`src/rtl/ps2_pkg.sv`:
```
// Shared PS/2 definitions: frame FSM encoding and scan-code constants, also
// used by the seven-segment display controller.
package ps2_pkg;

  typedef enum logic [1:0] {
    ST_IDLE,
    ST_SHIFT,
    ST_PARITY,
    ST_STOP
  } frame_state_t;

  localparam logic [7:0] SCAN_CODE_BREAK    = 8'hF0;
  localparam logic [7:0] SCAN_CODE_EXTENDED = 8'hE0;

  // Index is the decimal digit the key produces.
  localparam logic [7:0] SCAN_CODE_DIGIT [10] = '{
    8'h45, 8'h16, 8'h1E, 8'h26, 8'h25,
    8'h2E, 8'h36, 8'h3D, 8'h3E, 8'h46
  };

endpackage

```
`src/rtl/ps2_scan_code_receiver_if.sv`:
```
// Keyboard pins and keystroke-history outputs of the PS/2 receiver.
interface ps2_scan_code_receiver_if;
  logic        kb_clk;
  logic        kb_data;
  logic [31:0] scan_codes;
  logic        code_valid;
  logic        frame_error;

  modport master (
    output kb_clk, kb_data,
    input  scan_codes, code_valid, frame_error
  );

  modport slave (
    input  kb_clk, kb_data,
    output scan_codes, code_valid, frame_error
  );
endinterface

```
`src/rtl/ps2_sync_edge.sv`:
```
// Brings the asynchronous PS/2 pins into the clk domain and flags kb_clk falls.
// Flops reset to 1, the bus idle level, so reset never fabricates a fall.
module ps2_sync_edge (
  input  logic clk,
  input  logic reset,
  input  logic kb_clk,
  input  logic kb_data,
  output logic kb_data_s,
  output logic fall
);
  logic [1:0] clk_sync_q, clk_sync_d;
  logic [1:0] data_sync_q, data_sync_d;
  logic       kb_clk_d_q, kb_clk_d_d;

  always_comb begin
    clk_sync_d  = {clk_sync_q[0], kb_clk};
    data_sync_d = {data_sync_q[0], kb_data};
    kb_clk_d_d  = clk_sync_q[1];
  end

  always_ff @(posedge clk) begin
    if (reset) begin
      clk_sync_q  <= 2'b11;
      data_sync_q <= 2'b11;
      kb_clk_d_q  <= 1'b1;
    end else begin
      clk_sync_q  <= clk_sync_d;
      data_sync_q <= data_sync_d;
      kb_clk_d_q  <= kb_clk_d_d;
    end
  end

  assign kb_data_s = data_sync_q[1];
  assign fall      = kb_clk_d_q & ~clk_sync_q[1];
endmodule

```
`src/rtl/ps2_scan_code_receiver.sv`:
```
// PS/2 keyboard receiver: checks 11-bit frames and records each released key
// into a 4-deep scan-code history, newest byte in [7:0].
//   state  | meaning
//   IDLE   | waiting for a start bit
//   SHIFT  | collecting 8 data bits LSB-first
//   PARITY | next fall carries the odd-parity bit
//   STOP   | next fall carries the stop bit; frame judged here
module ps2_scan_code_receiver
  import ps2_pkg::*;
#(
  parameter int unsigned TIMEOUT_CYCLES = 20000
) (
  input  logic clk,
  input  logic reset,
  ps2_scan_code_receiver_if.slave bus
);
  localparam int unsigned   TW      = $clog2(TIMEOUT_CYCLES + 1);
  localparam logic [TW-1:0] TO_LOAD = TW'(TIMEOUT_CYCLES - 1);

  logic kb_data_s;
  logic fall;

  frame_state_t  state_q, state_d;
  logic [2:0]    bit_cnt_q, bit_cnt_d;
  logic [7:0]    shift_q, shift_d;
  logic          parity_q, parity_d;
  logic [TW-1:0] timeout_cnt_q, timeout_cnt_d;
  logic          break_pending_q, break_pending_d;
  logic [31:0]   scan_codes_q, scan_codes_d;
  logic          code_valid_q, code_valid_d;
  logic          frame_error_q, frame_error_d;
  logic          byte_ok;

  ps2_sync_edge u_sync (
    .clk       (clk),
    .reset     (reset),
    .kb_clk    (bus.kb_clk),
    .kb_data   (bus.kb_data),
    .kb_data_s (kb_data_s),
    .fall      (fall)
  );

  always_comb begin
    state_d         = state_q;
    bit_cnt_d       = bit_cnt_q;
    shift_d         = shift_q;
    parity_d        = parity_q;
    timeout_cnt_d   = timeout_cnt_q;
    break_pending_d = break_pending_q;
    scan_codes_d    = scan_codes_q;
    code_valid_d    = 1'b0;
    frame_error_d   = 1'b0;
    byte_ok         = 1'b0;

    if (state_q == ST_IDLE) begin
      timeout_cnt_d = '0;
      if (fall && !kb_data_s) begin
        bit_cnt_d     = '0;
        timeout_cnt_d = TO_LOAD;
        state_d       = ST_SHIFT;
      end
    end else if (fall) begin
      timeout_cnt_d = TO_LOAD;
      case (state_q)
        ST_SHIFT: begin
          shift_d   = {kb_data_s, shift_q[7:1]};
          bit_cnt_d = bit_cnt_q + 3'd1;
          if (bit_cnt_q == 3'd7) state_d = ST_PARITY;
        end
        ST_PARITY: begin
          parity_d = kb_data_s;
          state_d  = ST_STOP;
        end
        default: begin
          byte_ok = kb_data_s & (^{shift_q, parity_q});
          if (!byte_ok) begin
            frame_error_d   = 1'b1;
            break_pending_d = 1'b0;
          end
          timeout_cnt_d = '0;
          state_d       = ST_IDLE;
        end
      endcase
    end else if (timeout_cnt_q == '0) begin
      // Keyboard went quiet mid-frame: drop the partial byte and resync.
      frame_error_d   = 1'b1;
      break_pending_d = 1'b0;
      shift_d         = '0;
      state_d         = ST_IDLE;
    end else begin
      timeout_cnt_d = timeout_cnt_q - TW'(1);
    end

    if (byte_ok) begin
      if (shift_q == SCAN_CODE_BREAK) begin
        break_pending_d = 1'b1;
      end else if (shift_q != SCAN_CODE_EXTENDED && break_pending_q) begin
        scan_codes_d    = {scan_codes_q[23:0], shift_q};
        code_valid_d    = 1'b1;
        break_pending_d = 1'b0;
      end
    end
  end

  always_ff @(posedge clk) begin
    if (reset) begin
      state_q         <= ST_IDLE;
      bit_cnt_q       <= '0;
      shift_q         <= '0;
      parity_q        <= 1'b0;
      timeout_cnt_q   <= '0;
      break_pending_q <= 1'b0;
      scan_codes_q    <= '0;
      code_valid_q    <= 1'b0;
      frame_error_q   <= 1'b0;
    end else begin
      state_q         <= state_d;
      bit_cnt_q       <= bit_cnt_d;
      shift_q         <= shift_d;
      parity_q        <= parity_d;
      timeout_cnt_q   <= timeout_cnt_d;
      break_pending_q <= break_pending_d;
      scan_codes_q    <= scan_codes_d;
      code_valid_q    <= code_valid_d;
      frame_error_q   <= frame_error_d;
    end
  end

  assign bus.scan_codes  = scan_codes_q;
  assign bus.code_valid  = code_valid_q;
  assign bus.frame_error = frame_error_q;
endmodule

```
`src/flat_wrapper.sv`:
```
// flat-port wrapper written by rule: the top's interface ports become plain ports
module ps2_scan_code_receiver_flat import ps2_pkg::*;
#(
  parameter int unsigned TIMEOUT_CYCLES = 20000
)
  (clk, reset, bus_kb_clk, bus_kb_data, bus_scan_codes, bus_code_valid, bus_frame_error);
  ps2_scan_code_receiver_if bus_i ();
  input  logic clk;
  input  logic reset;
  input wire logic [$bits(bus_i.kb_clk)-1:0] bus_kb_clk;
  input wire logic [$bits(bus_i.kb_data)-1:0] bus_kb_data;
  output wire logic [$bits(bus_i.scan_codes)-1:0] bus_scan_codes;
  output wire logic [$bits(bus_i.code_valid)-1:0] bus_code_valid;
  output wire logic [$bits(bus_i.frame_error)-1:0] bus_frame_error;
  assign bus_i.kb_clk = bus_kb_clk;
  assign bus_i.kb_data = bus_kb_data;
  assign bus_scan_codes = bus_i.scan_codes;
  assign bus_code_valid = bus_i.code_valid;
  assign bus_frame_error = bus_i.frame_error;
  ps2_scan_code_receiver #(.TIMEOUT_CYCLES(TIMEOUT_CYCLES)) u_core (.clk(clk), .reset(reset), .bus(bus_i));
endmodule
```
`config.mk`:
```
export PLATFORM = sky130hd
export DESIGN_NAME = ps2_scan_code_receiver_flat
export DESIGN_NICKNAME = d
export VERILOG_FILES = /design/src/rtl/ps2_pkg.sv /design/src/rtl/ps2_scan_code_receiver_if.sv /design/src/rtl/ps2_sync_edge.sv /design/src/rtl/ps2_scan_code_receiver.sv /design/src/flat_wrapper.sv
export SDC_FILE = /design/constraint.sdc
export NUM_CORES = 1
export LEC_CHECK = 0
export ABC_AREA = 1
export ABC_CLOCK_PERIOD_IN_PS = 2050
export CAP_MARGIN = 40
export CORE_ASPECT_RATIO = 1.1
export CORE_MARGIN = 8
export CORE_UTILIZATION = 30
export CTS_CLUSTER_DIAMETER = 50
export CTS_CLUSTER_SIZE = 16
export DETAILED_ROUTE_END_ITERATION = 10
export SYNTH_ARGS = -nofsm -noshare
export SYNTH_HDL_FRONTEND = slang
export SYNTH_SLANG_ARGS = --single-unit
```
`constraint.sdc`:
```
create_clock -name clk -period 2.05 [get_ports clk]
set_input_delay 0.41 -clock clk [delete_from_list [all_inputs] [get_ports clk]]
set_output_delay 0.41 -clock clk [all_outputs]
set_load 0.02 [all_outputs]
```
======== Word-level counts from Yosys, hierarchy flattened ========
Index checks and enable logic that the tools add are counted.
storage, ports and cells
  ROM bits ................................ 0
  register bits after elaboration ......... 69
  memories kept ........................... 0
  input port bits ......................... 4
  word-level logic and storage cells ...... 81
  output and inout bits ................... 34
  bits in latches ......................... 0
  RAM bits ................................ 0
cells by class
  bitwise gates (word level) .............. 6
  equal/unequal tests ..................... 9
  $add $sub $neg .......................... 2
  $mul .................................... 0
  magnitude comparators ................... 0
  multiplexer cells ....................... 34
  reduce and logical (&&, ||, !) cells .... 18
  shifts and indexed selects .............. 0
  div/mod/pow operators ................... 0
operators with widths
  cell                                                                    number
  15-bit two-way mux                                                      5
  8-bit two-way mux                                                       3
  1-bit two-way mux                                                       16
  15-bit logical NOT                                                      1
  3-bit AND reduction                                                     5
  15-bit by 1-bit subtractor with 15-bit output (second input constant)   1
  3-bit two-way mux                                                       4
  2-bit two-way mux                                                       5
  9-bit parity                                                            1
  8-bit equality test (second input constant)                             1
  8-bit != test (second input constant)                                   1
  2-bit nonzero test                                                      3
  2-bit != test (second input constant)                                   2
  4-bit != test (second input constant)                                   1
  1-bit NOT                                                               4
  2-bit case mux with 2 select lines                                      1
  2-bit OR reduction                                                      2
  3-bit by 1-bit adder with 3-bit output (second input constant)          1
  3-bit equality test (second input constant)                             1
  3-bit by 1-bit != test with 1-bit output (second input constant)        1
  3-bit nonzero test                                                      1
  3-bit OR reduction                                                      1
  1-bit bitwise AND                                                       2
  2-bit by 1-bit equality test with 1-bit output (second input constant)  1
  4 further kinds                                                         5

======== Depth between registers and ports, before layout ========
Gate-level depths: netlist (run 1).
  depth after elaboration ................. 9
  depth in mapped cells ................... 14
  gate-level depth less buffers ........... 14

======== Hierarchy ========
A second synthesis (run 1) with hierarchy kept.
second synthesis, totals
  cells, all modules ...................... 471
  area total of the unflattened synthesis .. 3244.4 µm²
modules (own cells, without submodules)
  module                  sequential area each (µm²)  times used  cells an instance  area each (µm²)
  ps2_scan_code_receiver  1281.2                      1           453                3095.5
  ps2_sync_edge           100.1                       1           18                 148.9

======== Worst setup path after synthesis (run 1) ========
Ideal clock, no wire load.
  path kind ............................... reg-to-reg
  from .................................... register u_core.timeout_cnt_q[0]
  to ...................................... register u_core.shift_q[3]
  required time ........................... 1.934 ns
  setup time .............................. 0.116 ns
  arrival ................................. 1.607 ns
  setup slack ............................. 0.328 ns
  clock period less this slack ............ 1.722 ns
  cell stages (with the launch flop) ...... 15
  buffers on the path ..................... 0
  path through ............................ dfxtp_1 -> inv_1 -> ha_1 -> nand3_1 -> nor2_1 -> nand2_1 -> nor2_1 -> nand2_2 -> inv_2 -> nand2_2 -> inv_2 -> nor2_4 -> inv_2 -> o21ai_0 -> nor2_1
on the way
  longest elaborated chain between the ends .. 3
RTL lines
  item                           RTL line                       text
  from (decl)                    ps2_scan_code_receiver.sv:27   logic [TW-1:0] timeout_cnt_q, timeout_cnt_d;
  from (signal assigned)         ps2_scan_code_receiver.sv:121  timeout_cnt_q <= timeout_cnt_d;
  15-bit logical NOT             ps2_scan_code_receiver.sv:84   end else if (timeout_cnt_q == '0) begin
  2-bit nonzero test (no line)   --
  3-bit AND reduction (no line)  --
  to (signal assigned)           ps2_scan_code_receiver.sv:119  shift_q <= shift_d;
  to (decl)                      ps2_scan_code_receiver.sv:25   logic [7:0] shift_q, shift_d;
Every way passes these cells.
A chain may end at the register's enable or synchronous reset.

======== Worst setup path in the final report (run 1) ========
  from .................................... register u_core.timeout_cnt_q[0]
  to ...................................... register u_core.shift_q[7]
Same word-level chain as after synthesis.

==> out/metrics.sh, run 1 <==
HOLD_PATH.STARTPOINT='u_core.u_sync.clk_sync_q[0]'
ANT_NETS=0
FINAL-HOLD-VIOLATION-COUNT=0
DIE_WIDTH_UM=111.5
SHARE_COMB_OF_TOTAL_POWER_PCT=48.3
CTS_SINKS=69
HOLD_SLACK_NS=0.4086
P_PER_CELL_AREA_mW_PER_MM2=1467
FLOORPLAN.IO_PINS=38
MAX_FREQ_GHz=0.5415
WORST_SETUP_PATH_END_KIND='flip-flop'
FINAL_WTD_CONGESTION=0.8451
CLK-INSERTION-DELAY-LATE_NS=0.35
NETS=480
PERIOD_NEEDED_NS=1.847
CELLLEAKAGEPOWER_nW=1.733
ROUTED-VIA-COUNT=2794
TRITONCTS.NUM_BUFFERS=9
NETLIST.AREA_LEADER.SHARE_PCT=45.94
POST_SYNTHESIS_AREA_PER_INSTANCE_SQ_UM=7.176
FINAL_TOTAL_NEGATIVE_SETUP_SLACK_NS=0
FLOORPLAN.DIE_AREA_SQ_MM=0.01348
DIE_HEIGHT_UM=121.0
YOSYS.CELL_TYPES.COUNT=28
POWER.IR.VDD_WORST_mV=0.5964
POWER_FRAC_CLOCK_PCT=19.9
FINAL_DESIGN_AREA_NO_FILL_SQ_MM=0.003814
SYN-CELL-AREA_SQ_MM=0.003007
CTSHTREEMAXLEVEL=3
FINAL-MAX-SLEW-VIOLATION-COUNT=0
ASYNC_FLOP_SHARE_PCT=0
INITIAL_CORE_UTIL_PCT=30.70
ROUTED_WIRELENGTH_MM=6.962
CRITICAL_PATH_STARTPOINT_CATEGORY='flip-flop'
YS_DOMINANT_REG_CELL='sky130_fd_sc_hd__dfxtp_1'
SLEW_HEADROOM_PCT=69.29
CRITICAL_PATH.REG2REG.STARTPOINT='u_core.timeout_cnt_q[0]'
MAXCAPVIOLCOUNT=0
GRT_START_MAX_NET_PINS=39
HIGHEST_NET_FANOUT_ALONG_THE_WORST_PATH=8
PATH_CLK_SLEW_NS=0.07
CTSHOLDBUFFERS=0
SEQUENTIAL_SHARE_OF_THE_SYNTHESIZED_AREA_PCT=45.94
DPL_CELL_AREA_SQ_MM=0.003555
CP-STARTPOINT='u_core.timeout_cnt_q[0]'
SYNTH_ENABLE_FLOP_CELLS=0
LAYOUT-AREA-OVERHEAD-VS-SYNTH_PCT=26.84
ROUTED_VIA_DENSITY=4.696
WORSTHOLDPATHCELLS=1
YOSYS_WARNINGS=0
SWITCHINGPOWER_W=0.002415
TIMING.HOLD.WORST.CLASS='reg2reg'
FINISH.UTILIZATION_PCT=38.94
CELL_TYPE_WITH_THE_HIGHEST_AGGREGATE_AREA_IN_THE_NETLIST='sky130_fd_sc_hd__dfxtp_1'
RUN_STATUS='complete, no violations'
GRT_PASS1_WL_MM=11.70
INSERTEDDIODECOUNT=0
WORST-ENDPOINT-ARRIVAL_NS=2.14
P_TOTAL_W=0.005594
PORT-BUFFER-COUNT=37
YS_SEQ_ELEMENTS=69
TIMING.CLOCK.SKEW_NS=0.007840
CORE_OUTLINE_AREA_SQ_MM=0.009794
REPORT.FINAL.SETUP_VIOL=0
SEQPWRFRAC_PCT=31.8
GRT_SETUP_UNREPAIRED='false'
KIND_OF_CRITICAL_PATH='reg2reg'
SWITCHING_SHARE_OF_POWER_PCT=43.17
SYNTH.TOP_CELLS.BY_AREA='sky130_fd_sc_hd__dfxtp_1, sky130_fd_sc_hd__nand2_1, sky130_fd_sc_hd__nand3_1'
NUMBER_OF_NETS_IN_THE_SYNTHESIZED_NETLIST=429
CRITICAL_PATH_REQUIRED_NS=2.35
WORST_SLEW_PIN_SLEW_NS=0.4564
CTS.PATH.MAX_BUFFERS=2
ANTENNA_FOUND_INITIAL=0
SYNTH_COMMON_CELLS='sky130_fd_sc_hd__nand2_1, sky130_fd_sc_hd__dfxtp_1, sky130_fd_sc_hd__nand3_1'
WL_PER_CELL_UM=11.70
ROWS=38
SHARE_OF_CELLS_ABOVE_DRIVE_STRENGTH_1_PCT=11.79
POWER.INTERNAL_W=0.003179
FIRST_GLOBAL_VIAS=2571
PERIOD_SHARE_PCT=90.09
GLOBAL_ROUTE.OVERFLOW_TOTAL=0
WORST-R2R-CELL-COUNT=14
CLOCK-ROOT-BUFFER='sky130_fd_sc_hd__clkbuf_8'
DRT-INITIAL-DRC-COUNT=136
SYNTH_CELLS=419
CTS_TREE='built'
SYNTH.MOST_COMMON_CELL='sky130_fd_sc_hd__nand2_1'
ITERATION_COUNT_OF_THE_INITIAL_DETAILED_ROUTING_PASS=4
HPWL_MM=4.954
GRTUSAGETOTAL_PCT=10.42
POST-ROUTE-DRC-COUNT=0
[sequential cells by signal, summed over array words and instances, names as in the netlist]
| name | flops |
|---|---|
| u_core.bus.scan_codes | 32 |
| u_core.break_pending_q | 1 |
| u_core.bit_cnt_q | 3 |
| u_core.u_sync.clk_sync_q | 2 |
| u_core.state_q | 2 |
| u_core.u_sync.kb_clk_d_q | 1 |
| u_core.bus.frame_error | 1 |
| u_core.timeout_cnt_q | 15 |
| u_core.u_sync.data_sync_q | 2 |
| u_core.bus.code_valid | 1 |
| u_core.parity_q | 1 |
| u_core.shift_q | 8 |
[layout make-up]
class / instances / area (sq um)
sequential: 69 / 1381
clock inverter: 6 / 62.56
clock buffer: 10 / 137.6
multi-input combinational: 298 / 1434
timing repair buffer: 52 / 495.5
fill: 1014 / 5981
tap: 120 / 150.1
inverter: 40 / 152.6
[timing repair]
action | CTS | global route
resized for setup | 0 | 10
endpoints found under the hold margin | 0 | 0
endpoints found under the setup margin | 0 | 16
setup buffers | 0 | 3
[placed cells by master, fill, tap and decap left out, drive strengths merged, types with 3 or more instances in the layout]
cell	instances
a211oi	4
dfxtp	69
nor3	6
a21oi	27
nand3	48
clkbuf	10
buf	15
or2	4
inv	40
clkinvlp	3
ha	6
o21ai	20
nand2	129
nor2	43
clkdlybuf4s50	37
[worst paths after layout]
kind	end	slack (ns)
max	u_core.shift_q[7]	0.20
min	u_core.u_sync.clk_sync_q[1]	0.41
max reg2reg	u_core.shift_q[7]	0.20
min reg2reg	u_core.u_sync.clk_sync_q[1]	0.41
[kinds of logic (layout without fill, tap and decap cells)]
| kind of cell | Yosys count | in the layout | synth area share, % |
|---|---|---|---|
| flip-flops | 69 | 69 | 45.94 |
| AO/OA/AOI/OAI | 55 | 55 | 9.821 |
| buffers and inverters | 53 | 108 | 7.490 |
| AND/OR/NAND/NOR | 233 | 234 | 33.37 |
| XOR/XNOR | 3 | 3 | 0.8741 |
| adder cells (fa/ha/maj) | 6 | 6 | 2.497 |
[through the flow]
stage	instances	worst slack, ns
floorplan	419	0.3276
detailed placement	575	0.1265
global placement	575	0.1986
finish	595	0.2032
CTS	591	0.1133
global route	595	0.01900
[worst max-delay path, cell delays in order, from the launching register on]
cell and delay [ns]:
sky130_fd_sc_hd__dfxtp_1 0.32, sky130_fd_sc_hd__inv_2 0.07, sky130_fd_sc_hd__ha_2 0.18, sky130_fd_sc_hd__nand3_1 0.11
sky130_fd_sc_hd__nor2_2 0.15, sky130_fd_sc_hd__nand2_2 0.10, sky130_fd_sc_hd__nor2_4 0.14, sky130_fd_sc_hd__nand2_4 0.08
sky130_fd_sc_hd__inv_2 0.07, sky130_fd_sc_hd__nand2_2 0.09, sky130_fd_sc_hd__inv_4 0.11, sky130_fd_sc_hd__nor2_4 0.06
sky130_fd_sc_hd__inv_2 0.10, sky130_fd_sc_hd__o21ai_0 0.09, sky130_fd_sc_hd__nor2_1 0.12
[power by group through the flow]
stage / clock [W] / sequential, W / combinational, W
2_1_floorplan: 0 / 0.00176 / 0.00194
3_3_place_gp: 0 / 0.00180 / 0.00238
3_5_place_dp: 0 / 0.00180 / 0.00241
4_1_cts: 0.00115 / 0.00177 / 0.00243
5_1_grt: 0.00121 / 0.00182 / 0.00311
6_report: 0.00111 / 0.00178 / 0.00270
[layer usage]
| metal | wire length, um | vias up | track usage, % | share of wire, % |
|---|---|---|---|---|
| met4 | 164 | 0 | 6.672 | 2.4 |
| met3 | 348 | 11 | 3.116 | 5.0 |
| met2 | 3010 | 67 | 15.42 | 43 |
| met1 | 3438 | 1264 | 12.96 | 49 |
| li1 | - | 1452 | - | - |
| met5 | 0 | - | 0 | 0 |
(Power assumes the default switching activity.)
==> run 2, diff against run 1 <==
- CELL_PAD_IN_SITES_DETAIL_PLACEMENT: default -> 2
- CELL_PAD_IN_SITES_GLOBAL_PLACEMENT: default -> 2
- PLACE_DENSITY_LB_ADDON: default -> 0.1
==> run 2 against run 1 <==
Utilization grew 0.56 points. First-iteration DRC count shrank 5.9%. Global-route usage grew 3.7 points. Routed wire length grew 31%. Clock power grew 9.9%. Total power grew 6.4%. Count of clock-buffer cells in the layout shrank 1. Via count grew 5.3%. Combinational power grew 9.6%. Maximum frequency shrank 6.3%. Critical path type unchanged. Non-clock buffer count grew 4.
==> out/metrics.sh, run 2 (synthesis results as in run 1) <==
INITIAL_CORE_UTIL_PCT=30.70
MAX_FREQ_GHz=0.5071
PATH_CLK_SLEW_NS=0.08
DIE_WIDTH_UM=111.5
WORST_SETUP_PATH_END_KIND='flip-flop'
FLOORPLAN.IO_PINS=38
HIGHEST_NET_FANOUT_ALONG_THE_WORST_PATH=7
GRTUSAGETOTAL_PCT=14.13
CRITICAL_PATH_REQUIRED_NS=2.29
DIE_HEIGHT_UM=121.0
FIRST_GLOBAL_VIAS=3116
HPWL_MM=6.781
CELLLEAKAGEPOWER_nW=1.771
ROWS=38
CORE_OUTLINE_AREA_SQ_MM=0.009794
FLOORPLAN.DIE_AREA_SQ_MM=0.01348
ANT_NETS=0
SHARE_OF_CELLS_ABOVE_DRIVE_STRENGTH_1_PCT=12.37
TIMING.CLOCK.SKEW_NS=0.01348
CLK-INSERTION-DELAY-LATE_NS=0.36
TIMING.HOLD.WORST.CLASS='reg2reg'
FINAL-MAX-SLEW-VIOLATION-COUNT=0
CLOCK-ROOT-BUFFER='sky130_fd_sc_hd__clkbuf_8'
MAXCAPVIOLCOUNT=0
CTS_SINKS=69
WORST-ENDPOINT-ARRIVAL_NS=2.21
GLOBAL_ROUTE.OVERFLOW_TOTAL=0
POWER.IR.VDD_WORST_mV=0.6769
LAYOUT_COMMONEST_CELL='sky130_fd_sc_hd__nand2_1'
PLACED_INSTANCES=577
FINISH.UTILIZATION_PCT=39.50
P_PER_CELL_AREA_mW_PER_MM2=1539
RUN_STATUS='complete, no violations'
ROUTED_VIA_DENSITY=4.930
BUSIEST_LAYER='met2'
PERIOD_SHARE_PCT=96.19
GLOBAL_ROUTING_USAGE_ON_MET3_PCT=4.006
PORT-BUFFER-COUNT=37
GRT_PASS1_WL_MM=15.66
INSERTEDDIODECOUNT=0
LARGEST_REGISTER_FF_COUNT=32
DRT-INITIAL-DRC-COUNT=128
PERIOD_NEEDED_NS=1.972
NETS=483
CRITICAL_PATH_STARTPOINT_CATEGORY='flip-flop'
POST-ROUTE-DRC-COUNT=0
GR-USAGE-MET2_PCT=23.35
ROUTED-VIA-COUNT=2943
ITERATION_COUNT_OF_THE_INITIAL_DETAILED_ROUTING_PASS=4
KIND_OF_CRITICAL_PATH='reg2reg'
FINAL_WTD_CONGESTION=0.7846
CTSHTREEMAXLEVEL=3
ROUTED_WIRELENGTH_MM=9.122
CTS_TREE='built'
SLEW_HEADROOM_PCT=73.94
REPORT.FINAL.SETUP_VIOL=0
GRT_START_MAX_NET_PINS=42
FINAL-HOLD-VIOLATION-COUNT=0
WL_PER_CELL_UM=15.28
FIN_CELLS=597
LAYOUT-AREA-OVERHEAD-VS-SYNTH_PCT=28.67
MET1_USAGE_PCT=17.21
MOSTFREQUENTLAYOUTCELLS='sky130_fd_sc_hd__nand2_1, sky130_fd_sc_hd__dfxtp_1, sky130_fd_sc_hd__nand3_1, sky130_fd_sc_hd__nor2_1, sky130_fd_sc_hd__clkdlybuf4s50_1'
ANTENNA_FOUND_INITIAL=0
CTSHOLDBUFFERS=0
TRITONCTS.NUM_BUFFERS=9
WORST_SLEW_PIN_SLEW_NS=0.3874
CTS.PATH.MAX_BUFFERS=2
[run 2: cell count changes in the layout (fill, tap and decap cells not counted), moves of 2 or more]
cell / delta
sky130_fd_sc_hd__buf_4: +2
sky130_fd_sc_hd__inv_2: +2
sky130_fd_sc_hd__o21ai_0: -4
sky130_fd_sc_hd__o21ai_1: +4
[run 2: through the flow]
stage | hold slack (ns) | TNS (ns) | power, W | cell area (sq um) | setup slack (ns)
floorplan | 0.3895 | 0 | 0.003701 | 3007 | 0.3276
global placement | 0.3920 | 0 | 0.004373 | 3582 | 0.09218
detailed placement | 0.4021 | 0 | 0.004496 | 3582 | 0.02704
CTS | 0.4204 | 0 | 0.005846 | 3817 | 0.01716
global route | 0.4319 | -0.1623 | 0.006521 | 3869 | -0.05946
finish | 0.4182 | 0 | 0.005954 | 3869 | 0.07804
[run 2: timing repair]
item | in CTS | in global routing
gates resized for setup | 4 | 11
setup endpoints to repair | 7 | 23
pin swaps | 1 | 4
buffers inserted | 2 | 3
[run 2: cell type report]
cell class | instances | area [sq um]
repair buffers | 56 | 541.8
clock buffers | 9 | 123.9
well taps | 120 | 150.1
flip-flops and latches | 69 | 1381
inverters | 40 | 150.1
multi-input cells | 297 | 1433
clock inverters | 6 | 88.84
fillers | 1176 | 5926
[run 2: path summary, 6_finish.rpt]
path                                      from                      endpoint  slack (ns)  cells after the start
setup / recovery       u_core.timeout_cnt_q[0]             u_core.shift_q[2]        0.08                     14
hold / removal    u_core.u_sync.data_sync_q[0]  u_core.u_sync.data_sync_q[1]        0.42                      1
setup reg to reg       u_core.timeout_cnt_q[0]             u_core.shift_q[2]        0.08                     14
hold reg to reg   u_core.u_sync.data_sync_q[0]  u_core.u_sync.data_sync_q[1]        0.42                      1
[run 2: routing by layer]
metal  wire length (um)  vias to the layer above
li1                   -                     1455
met5                  0                        -
met1               4265                     1438
met4                124                        0
met2               4431                       38
met3                300                       12
[run 2: critical path, cell delays in order, from the launching register on]
cell	delay (ns)
sky130_fd_sc_hd__dfxtp_1	0.33
sky130_fd_sc_hd__inv_2	0.09
sky130_fd_sc_hd__ha_4	0.14
sky130_fd_sc_hd__nand3_2	0.13
sky130_fd_sc_hd__nor2_4	0.15
sky130_fd_sc_hd__nand2_2	0.09
sky130_fd_sc_hd__nor2_2	0.12
sky130_fd_sc_hd__nand2_2	0.11
sky130_fd_sc_hd__inv_2	0.10
sky130_fd_sc_hd__nand2_2	0.08
sky130_fd_sc_hd__inv_2	0.11
sky130_fd_sc_hd__nor2_4	0.06
sky130_fd_sc_hd__buf_4	0.14
sky130_fd_sc_hd__a21oi_1	0.12
sky130_fd_sc_hd__nor2_1	0.07
[run 2: power breakdown]
| part | total (W) | leakage, nW | internal, W | switching [W] |
|---|---|---|---|---|
| logic | 0.00296 | 1.11 | 0.00112 | 0.00184 |
| clock network | 0.00122 | 0.101 | 0.000677 | 0.000540 |
| registers | 0.00178 | 0.559 | 0.00156 | 0.000219 |
